**src/rtl/regfile_operand_fetch_pkg.sv**
```systemverilog
// Shared types and default widths for the register-file operand fetch block.
// Imported by the interface, the operand slot and the fetch sequencer.
package regfile_pkg;

  localparam int WIDTH_DEF  = 16;
  localparam int ADDR_W_DEF = 5;
  localparam int TAG_W_DEF  = 4;

  typedef enum logic [2:0] {
    IDLE,
    RD1,
    RD2,
    CAP,
    OUT
  } fetch_state_t;

endpackage

```
**src/rtl/regfile_operand_fetch_if.sv**
```systemverilog
// Request, register-file, snoop and result signals of the operand fetch block.
// The sequencer takes the slave view; the surrounding pipeline takes master.
interface regfile_operand_fetch_if
  import regfile_pkg::*;
#(
  parameter int WIDTH        = WIDTH_DEF,
  parameter int ADDRESSWIDTH = ADDR_W_DEF,
  parameter int TAGWIDTH     = TAG_W_DEF
);

  logic                    in_valid;
  logic                    in_ready;
  logic [ADDRESSWIDTH-1:0] in_rs1;
  logic [ADDRESSWIDTH-1:0] in_rs2;
  logic [TAGWIDTH-1:0]     in_tag;

  logic [ADDRESSWIDTH-1:0] rf_source;
  logic [WIDTH-1:0]        rf_data;

  logic                    wr_en;
  logic [ADDRESSWIDTH-1:0] wr_dest;
  logic [WIDTH-1:0]        wr_data;

  logic                    out_valid;
  logic                    out_ready;
  logic [WIDTH-1:0]        out_op1;
  logic [WIDTH-1:0]        out_op2;
  logic [TAGWIDTH-1:0]     out_tag;

  modport slave (
    input  in_valid,
    input  in_rs1,
    input  in_rs2,
    input  in_tag,
    input  rf_data,
    input  wr_en,
    input  wr_dest,
    input  wr_data,
    input  out_ready,
    output in_ready,
    output rf_source,
    output out_valid,
    output out_op1,
    output out_op2,
    output out_tag
  );

  modport master (
    output in_valid,
    output in_rs1,
    output in_rs2,
    output in_tag,
    output rf_data,
    output wr_en,
    output wr_dest,
    output wr_data,
    output out_ready,
    input  in_ready,
    input  rf_source,
    input  out_valid,
    input  out_op1,
    input  out_op2,
    input  out_tag
  );

endinterface

```
**src/rtl/regfile_operand_slot.sv**
```systemverilog
// One operand register with its forward flag; a snooped write to the
// slot's address overrides and locks out any later register-file capture.
module rf_operand_slot
  import regfile_pkg::*;
#(
  parameter int WIDTH        = WIDTH_DEF,
  parameter int ADDRESSWIDTH = ADDR_W_DEF
) (
  input  logic                    clock,
  input  logic                    reset,
  input  logic                    clear,
  input  logic                    snoop,
  input  logic                    capture,
  input  logic [ADDRESSWIDTH-1:0] addr,
  input  logic                    wr_en,
  input  logic [ADDRESSWIDTH-1:0] wr_dest,
  input  logic [WIDTH-1:0]        wr_data,
  input  logic [WIDTH-1:0]        rf_data,
  output logic [WIDTH-1:0]        op
);

  logic fwd;
  logic hit;

  assign hit = snoop && wr_en && (wr_dest == addr);

  always_ff @(posedge clock or negedge reset) begin
    if (!reset) begin
      op  <= '0;
      fwd <= 1'b0;
    end else if (clear) begin
      fwd <= 1'b0;
    end else if (hit) begin
      op  <= wr_data;
      fwd <= 1'b1;
    end else if (capture && !fwd) begin
      op  <= rf_data;
    end
  end

endmodule

```
**src/rtl/regfile_operand_fetch.sv**
```systemverilog
// Sequences a two-source read through the single registered register-file
// port, forwards snooped writes, and hands the operand pair downstream.
module regfile_operand_fetch
  import regfile_pkg::*;
#(
  parameter int WIDTH        = WIDTH_DEF,
  parameter int ADDRESSWIDTH = ADDR_W_DEF,
  parameter int TAGWIDTH     = TAG_W_DEF
) (
  input  logic                   clock,
  input  logic                   reset,
  regfile_operand_fetch_if.slave bus
);

  fetch_state_t state;

  logic [ADDRESSWIDTH-1:0] rs1;
  logic [ADDRESSWIDTH-1:0] rs2;
  logic [TAGWIDTH-1:0]     tag;
  logic [WIDTH-1:0]        op1;
  logic [WIDTH-1:0]        op2;

  logic same;
  logic fire;
  logic accept;
  logic snoop;
  logic cap1;
  logic cap2;

  assign same   = (rs1 == rs2);
  assign fire   = (state == OUT) && bus.out_ready;
  assign accept = bus.in_valid && bus.in_ready;

  assign bus.in_ready  = (state == IDLE) || fire;
  assign bus.out_valid = (state == OUT);
  assign bus.out_op1   = op1;
  assign bus.out_op2   = op2;
  assign bus.out_tag   = tag;

  // The handshake cycle itself is not snooped: the consumer already
  // sampled, and an accept in that cycle re-reads through RD1 anyway.
  assign snoop = (state == RD1) || (state == RD2) || (state == CAP)
              || ((state == OUT) && !bus.out_ready);

  assign cap1 = (state == RD2) || ((state == CAP) && same);
  assign cap2 = (state == CAP);

  always_comb begin
    bus.rf_source = rs1;
    unique case (1'b1)
      (state == RD2),
      (state == CAP): bus.rf_source = rs2;
      default:        bus.rf_source = rs1;
    endcase
  end

  always_ff @(posedge clock or negedge reset) begin
    if (!reset) begin
      state <= IDLE;
      rs1   <= '0;
      rs2   <= '0;
      tag   <= '0;
    end else begin
      if (accept) begin
        rs1 <= bus.in_rs1;
        rs2 <= bus.in_rs2;
        tag <= bus.in_tag;
      end
      unique case (state)
        IDLE: if (bus.in_valid) state <= RD1;
        RD1:  state <= same ? CAP : RD2;
        RD2:  state <= CAP;
        CAP:  state <= OUT;
        OUT:  if (fire) state <= bus.in_valid ? RD1 : IDLE;
        default: state <= IDLE;
      endcase
    end
  end

  rf_operand_slot #(
    .WIDTH        (WIDTH),
    .ADDRESSWIDTH (ADDRESSWIDTH)
  ) u_slot1 (
    .clock   (clock),
    .reset   (reset),
    .clear   (accept),
    .snoop   (snoop),
    .capture (cap1),
    .addr    (rs1),
    .wr_en   (bus.wr_en),
    .wr_dest (bus.wr_dest),
    .wr_data (bus.wr_data),
    .rf_data (bus.rf_data),
    .op      (op1)
  );

  rf_operand_slot #(
    .WIDTH        (WIDTH),
    .ADDRESSWIDTH (ADDRESSWIDTH)
  ) u_slot2 (
    .clock   (clock),
    .reset   (reset),
    .clear   (accept),
    .snoop   (snoop),
    .capture (cap2),
    .addr    (rs2),
    .wr_en   (bus.wr_en),
    .wr_dest (bus.wr_dest),
    .wr_data (bus.wr_data),
    .rf_data (bus.rf_data),
    .op      (op2)
  );

endmodule

```
**src/flat_wrapper.sv**
```systemverilog
// flat-port wrapper written by rule: the top's interface ports become plain ports
module regfile_operand_fetch_flat import regfile_pkg::*;
#(
  parameter int WIDTH        = WIDTH_DEF,
  parameter int ADDRESSWIDTH = ADDR_W_DEF,
  parameter int TAGWIDTH     = TAG_W_DEF
)
  (clock, reset, bus_in_valid, bus_in_rs1, bus_in_rs2, bus_in_tag, bus_rf_data, bus_wr_en, bus_wr_dest, bus_wr_data, bus_out_ready, bus_in_ready, bus_rf_source, bus_out_valid, bus_out_op1, bus_out_op2, bus_out_tag);
  regfile_operand_fetch_if #(.WIDTH(WIDTH), .ADDRESSWIDTH(ADDRESSWIDTH), .TAGWIDTH(TAGWIDTH)) bus_i ();
  input  logic clock;
  input  logic reset;
  input wire logic [$bits(bus_i.in_valid)-1:0] bus_in_valid;
  input wire logic [$bits(bus_i.in_rs1)-1:0] bus_in_rs1;
  input wire logic [$bits(bus_i.in_rs2)-1:0] bus_in_rs2;
  input wire logic [$bits(bus_i.in_tag)-1:0] bus_in_tag;
  input wire logic [$bits(bus_i.rf_data)-1:0] bus_rf_data;
  input wire logic [$bits(bus_i.wr_en)-1:0] bus_wr_en;
  input wire logic [$bits(bus_i.wr_dest)-1:0] bus_wr_dest;
  input wire logic [$bits(bus_i.wr_data)-1:0] bus_wr_data;
  input wire logic [$bits(bus_i.out_ready)-1:0] bus_out_ready;
  output wire logic [$bits(bus_i.in_ready)-1:0] bus_in_ready;
  output wire logic [$bits(bus_i.rf_source)-1:0] bus_rf_source;
  output wire logic [$bits(bus_i.out_valid)-1:0] bus_out_valid;
  output wire logic [$bits(bus_i.out_op1)-1:0] bus_out_op1;
  output wire logic [$bits(bus_i.out_op2)-1:0] bus_out_op2;
  output wire logic [$bits(bus_i.out_tag)-1:0] bus_out_tag;
  assign bus_i.in_valid = bus_in_valid;
  assign bus_i.in_rs1 = bus_in_rs1;
  assign bus_i.in_rs2 = bus_in_rs2;
  assign bus_i.in_tag = bus_in_tag;
  assign bus_i.rf_data = bus_rf_data;
  assign bus_i.wr_en = bus_wr_en;
  assign bus_i.wr_dest = bus_wr_dest;
  assign bus_i.wr_data = bus_wr_data;
  assign bus_i.out_ready = bus_out_ready;
  assign bus_in_ready = bus_i.in_ready;
  assign bus_rf_source = bus_i.rf_source;
  assign bus_out_valid = bus_i.out_valid;
  assign bus_out_op1 = bus_i.out_op1;
  assign bus_out_op2 = bus_i.out_op2;
  assign bus_out_tag = bus_i.out_tag;
  regfile_operand_fetch #(.WIDTH(WIDTH), .ADDRESSWIDTH(ADDRESSWIDTH), .TAGWIDTH(TAGWIDTH)) u_core (.clock(clock), .reset(reset), .bus(bus_i));
endmodule
```
**config.mk**
```make
export PLATFORM = sky130hd
export DESIGN_NAME = regfile_operand_fetch_flat
export DESIGN_NICKNAME = d
export VERILOG_FILES = /design/src/rtl/regfile_operand_fetch_pkg.sv /design/src/rtl/regfile_operand_fetch_if.sv /design/src/rtl/regfile_operand_slot.sv /design/src/rtl/regfile_operand_fetch.sv /design/src/flat_wrapper.sv
export SDC_FILE = /design/constraint.sdc
export NUM_CORES = 1
export LEC_CHECK = 0
export CORE_MARGIN = 2
export CORE_UTILIZATION = 39
export CTS_BUF_LIST = sky130_fd_sc_hd__clkbuf_8
export CTS_CLUSTER_SIZE = 28
export DETAILED_ROUTE_END_ITERATION = 8
export HOLD_SLACK_MARGIN = 0.02
export PLACE_DENSITY = 0.78
export SYNTH_ARGS = -nofsm -noshare
export SYNTH_HDL_FRONTEND = slang
export SYNTH_SLANG_ARGS = --single-unit
```
**constraint.sdc**
```tcl
create_clock -name clock -period 2.64 [get_ports clock]
set_clock_uncertainty 0.1 [all_clocks]
set_input_delay 0.396 -clock clock [delete_from_list [all_inputs] [get_ports clock]]
set_output_delay 0.396 -clock clock [all_outputs]
set_load 0.005 [all_outputs]
```
==> flow_metrics.tcl <==
set metrics [dict create \
    yosysUniqueCellTypes 27 \
    power_mw 4.60 \
    hold_class "reg2reg" \
    yosysTopAreaCellShare 0.473 \
    ys.flop_type "dfrtp_1" \
    core_area_um2 6760 \
    ant_nets 0 \
    critPathLaunchType "register" \
    drtIter0Drc 36 \
    synthToLayoutAreaGrowth_pct 45.2 \
    clock_sinks 51 \
    place_area_um2 3780 \
    yosysSeqAreaShare 0.473 \
    tightest_slew_ps 971 \
    htreeDepth 2 \
    clock_path_buffers 2 \
    vias 1833 \
    async_flop_share 1.00 \
    drtPass1Iterations 3 \
    grt_pass1_wl_um 9650 \
    worstPathArrival_ps 1890 \
    vdd_drop_max_uv 560 \
    grt_max_degree 31 \
    routedWlPerCell_um 15.8 \
    final_nets 348 \
    cts_root_buf "clkbuf_8" \
    period_minus_slack_ps 2380 \
    slew_headroom 0.353 \
    post_cts_buffers 0 \
    cts_tree "built" \
    stdcell_area_um2 3920 \
    drv_slew 0 \
    drt_wl_total_um 5900 \
    synthTopCellsByCount "mux2_2 (65), dfrtp_1 (51), mux2_4 (18)" \
    r2r_slack_ps 260 \
    hold-path-cell-count 1 \
    r2r_start "u_core.rs2[0]" \
    hold_violations 0 \
    routed_via_density 4.91 \
    cp_top_family "buffers and inverters" \
    slowest_delay_ps 470 \
    p_leak_nw 1.60 \
    grt.overflow.total 0 \
    path_cells "nand2b_1, buf_4, mux2_2, clkdlybuf4s50_1" \
    met1_usage 0.214 \
    worstHoldEndpoint "u_core.bus.out_tag[2]" \
    synth_area_per_cell_um2 14.5 \
    ys_ff_latch 51 \
    portBuffers 98 \
    fillers 586 \
    die_area_um2 7600 \
    finalSetupViolCount 0 \
    slowest_stage "dfrtp_1" \
    critPathBufInv 2 \
    drive_above_1_share 0.362 \
    use_met3 0.0445 \
    cts-buffers-inserted 5 \
    synth_area_leaders "dfrtp_1 (47%), mux2_2 (27%), mux2_4 (10%)" \
    r2r_end "u_core.u_slot1.op[10]" \
    post-route-period-util 0.903 \
    ys_warn_count 0 \
    rsz0062_at_grt "false" \
    grt_use_total 0.163 \
    die_y_um 87.2 \
    yosys.area.top_type "dfrtp_1" \
    max_freq_mhz 419 \
    clk_latency_ps 300 \
    io_pins 99 \
    critPathKind "reg2out" \
    path_max_fanout 7 \
    clkSlewWorstSetupHoldPaths_ps 100 \
    drcViolationCount 0 \
    die_x_um 87.2 \
    final_util 0.580 \
    synth_edf_count 0 \
    syn-num-nets 242 \
    whs_ps 416 \
    cp.required_ps 2140 \
    synth_area_um2 2700 \
    outcome "complete, no violations" \
    start_util 0.399 \
    netlist_instances 186 \
    hp-start "u_core.bus.out_tag[2]" \
    place_hpwl_um 4290 \
    pwr_density_cell_nw_per_um2 1170 \
    busiest_layer "met2" \
    antenna_found_initial 0 \
    gp_congestion 0.718 \
    grtUsageMet2 0.272 \
    grt_pass1_vias 1947 \
    yosysMostFrequentCell "mux2_2" \
    fp-row-count 30 \
    r2r_cells 5 \
    crit_path_end_kind "primary output" \
    drv_cap 0 \
    insertedDiodeCount 0 \
]
[through the flow]
stage / setup TNS [ps] / cells / setup WS [ps]
2_1_floorplan: 0 / 186 / 221
3_3_place_gp: -49.8 / 364 / -7.74
3_5_place_dp: -227 / 364 / -27.8
4_1_cts: 0 / 373 / 211
5_1_grt: 0 / 373 / 77.4
6_report: 0 / 373 / 256
[cell families after synthesis]
group	synth area share
AO/OA/AOI/OAI	0.0186
XOR/XNOR	0.0520
buffers and inverters	0.0283
flip-flops	0.473
multiplexers	0.372
AND/OR/NAND/NOR	0.0566
[repair_timing]
| action | in CTS | in global routing |
|---|---|---|
| hold buffers | 1 | 0 |
| hold endpoints to repair | 21 | 0 |
| resized for setup | 0 | 0 |
[layout by cell type (no fill, tap or decap)]
cell	instances
nor4b_1	1
nand3_1	2
buf_2	1
buf_4	5
bufinv_16	1
xor2_1	9
dfrtp_1	51
o32ai_1	1
nor3_1	2
inv_1	1
inv_6	1
or4b_4	1
mux2_2	65
nor4_4	2
a21oi_2	1
nand2b_1	1
and2_1	1
dlygate4sd3_1	1
o21ai_2	1
a21boi_0	1
clkbuf_8	6
nand3b_1	1
clkdlybuf4s50_1	97
a21oi_1	1
mux2_4	18
buf_12	2
nand2_1	3
o21a_1	2
xnor2_1	7
nand2_4	1
nor4_1	1
nor2_1	4
nor2_2	1
[routing by layer]
layer | part of all wire | wire length, um
met1 | 0.45 | 2660
met3 | 0.063 | 371
met5 | 0 | 0
met2 | 0.48 | 2850
met4 | 0.0041 | 24
[sequential cells by signal, summed over array words and instances (netlist names)]
name / cells
u_core.u_slot1.op: 16
u_core.state: 3
u_core.u_slot2.fwd: 1
u_core.rs1: 5
u_core.rs2: 5
u_core.u_slot2.op: 16
u_core.u_slot1.fwd: 1
u_core.bus.out_tag: 4
[where the power goes]
| part | switching, mW | internal, mW |
|---|---|---|
| clock | 0.270 | 0.312 |
| sequential | 0.295 | 1.19 |
| combinational | 0.794 | 1.74 |
[how the worst max path moves through the flow]
stage	to	cells past startpoint	startpoint	slack (ps)
final	bus_rf_source[4]	4	u_core.state[1]	260
after global routing	u_core.u_slot1.op[8]	5	u_core.rs1[4]	80
after CTS	u_core.u_slot1.op[6]	5	u_core.rs2[4]	210
after detailed placement	u_core.u_slot1.op[1]	7	bus_out_ready	-30
after global placement	u_core.u_slot2.op[2]	7	bus_out_ready	-8
after floorplan	u_core.u_slot1.op[10]	7	u_core.state[0]	220
[area by class of cell]
class	instances	area, um2	share of cell area
multi-input combinational	127	1350	0.345
sequential	51	1280	0.326
timing repair buffer	106	1060	0.272
tap	80	100	0.0256
clock buffer	6	82.6	0.0211
clock inverter	2	38.8	0.00990
inverter	1	3.75	0.000958
Note: power is estimated with default switching activity, not from simulation.
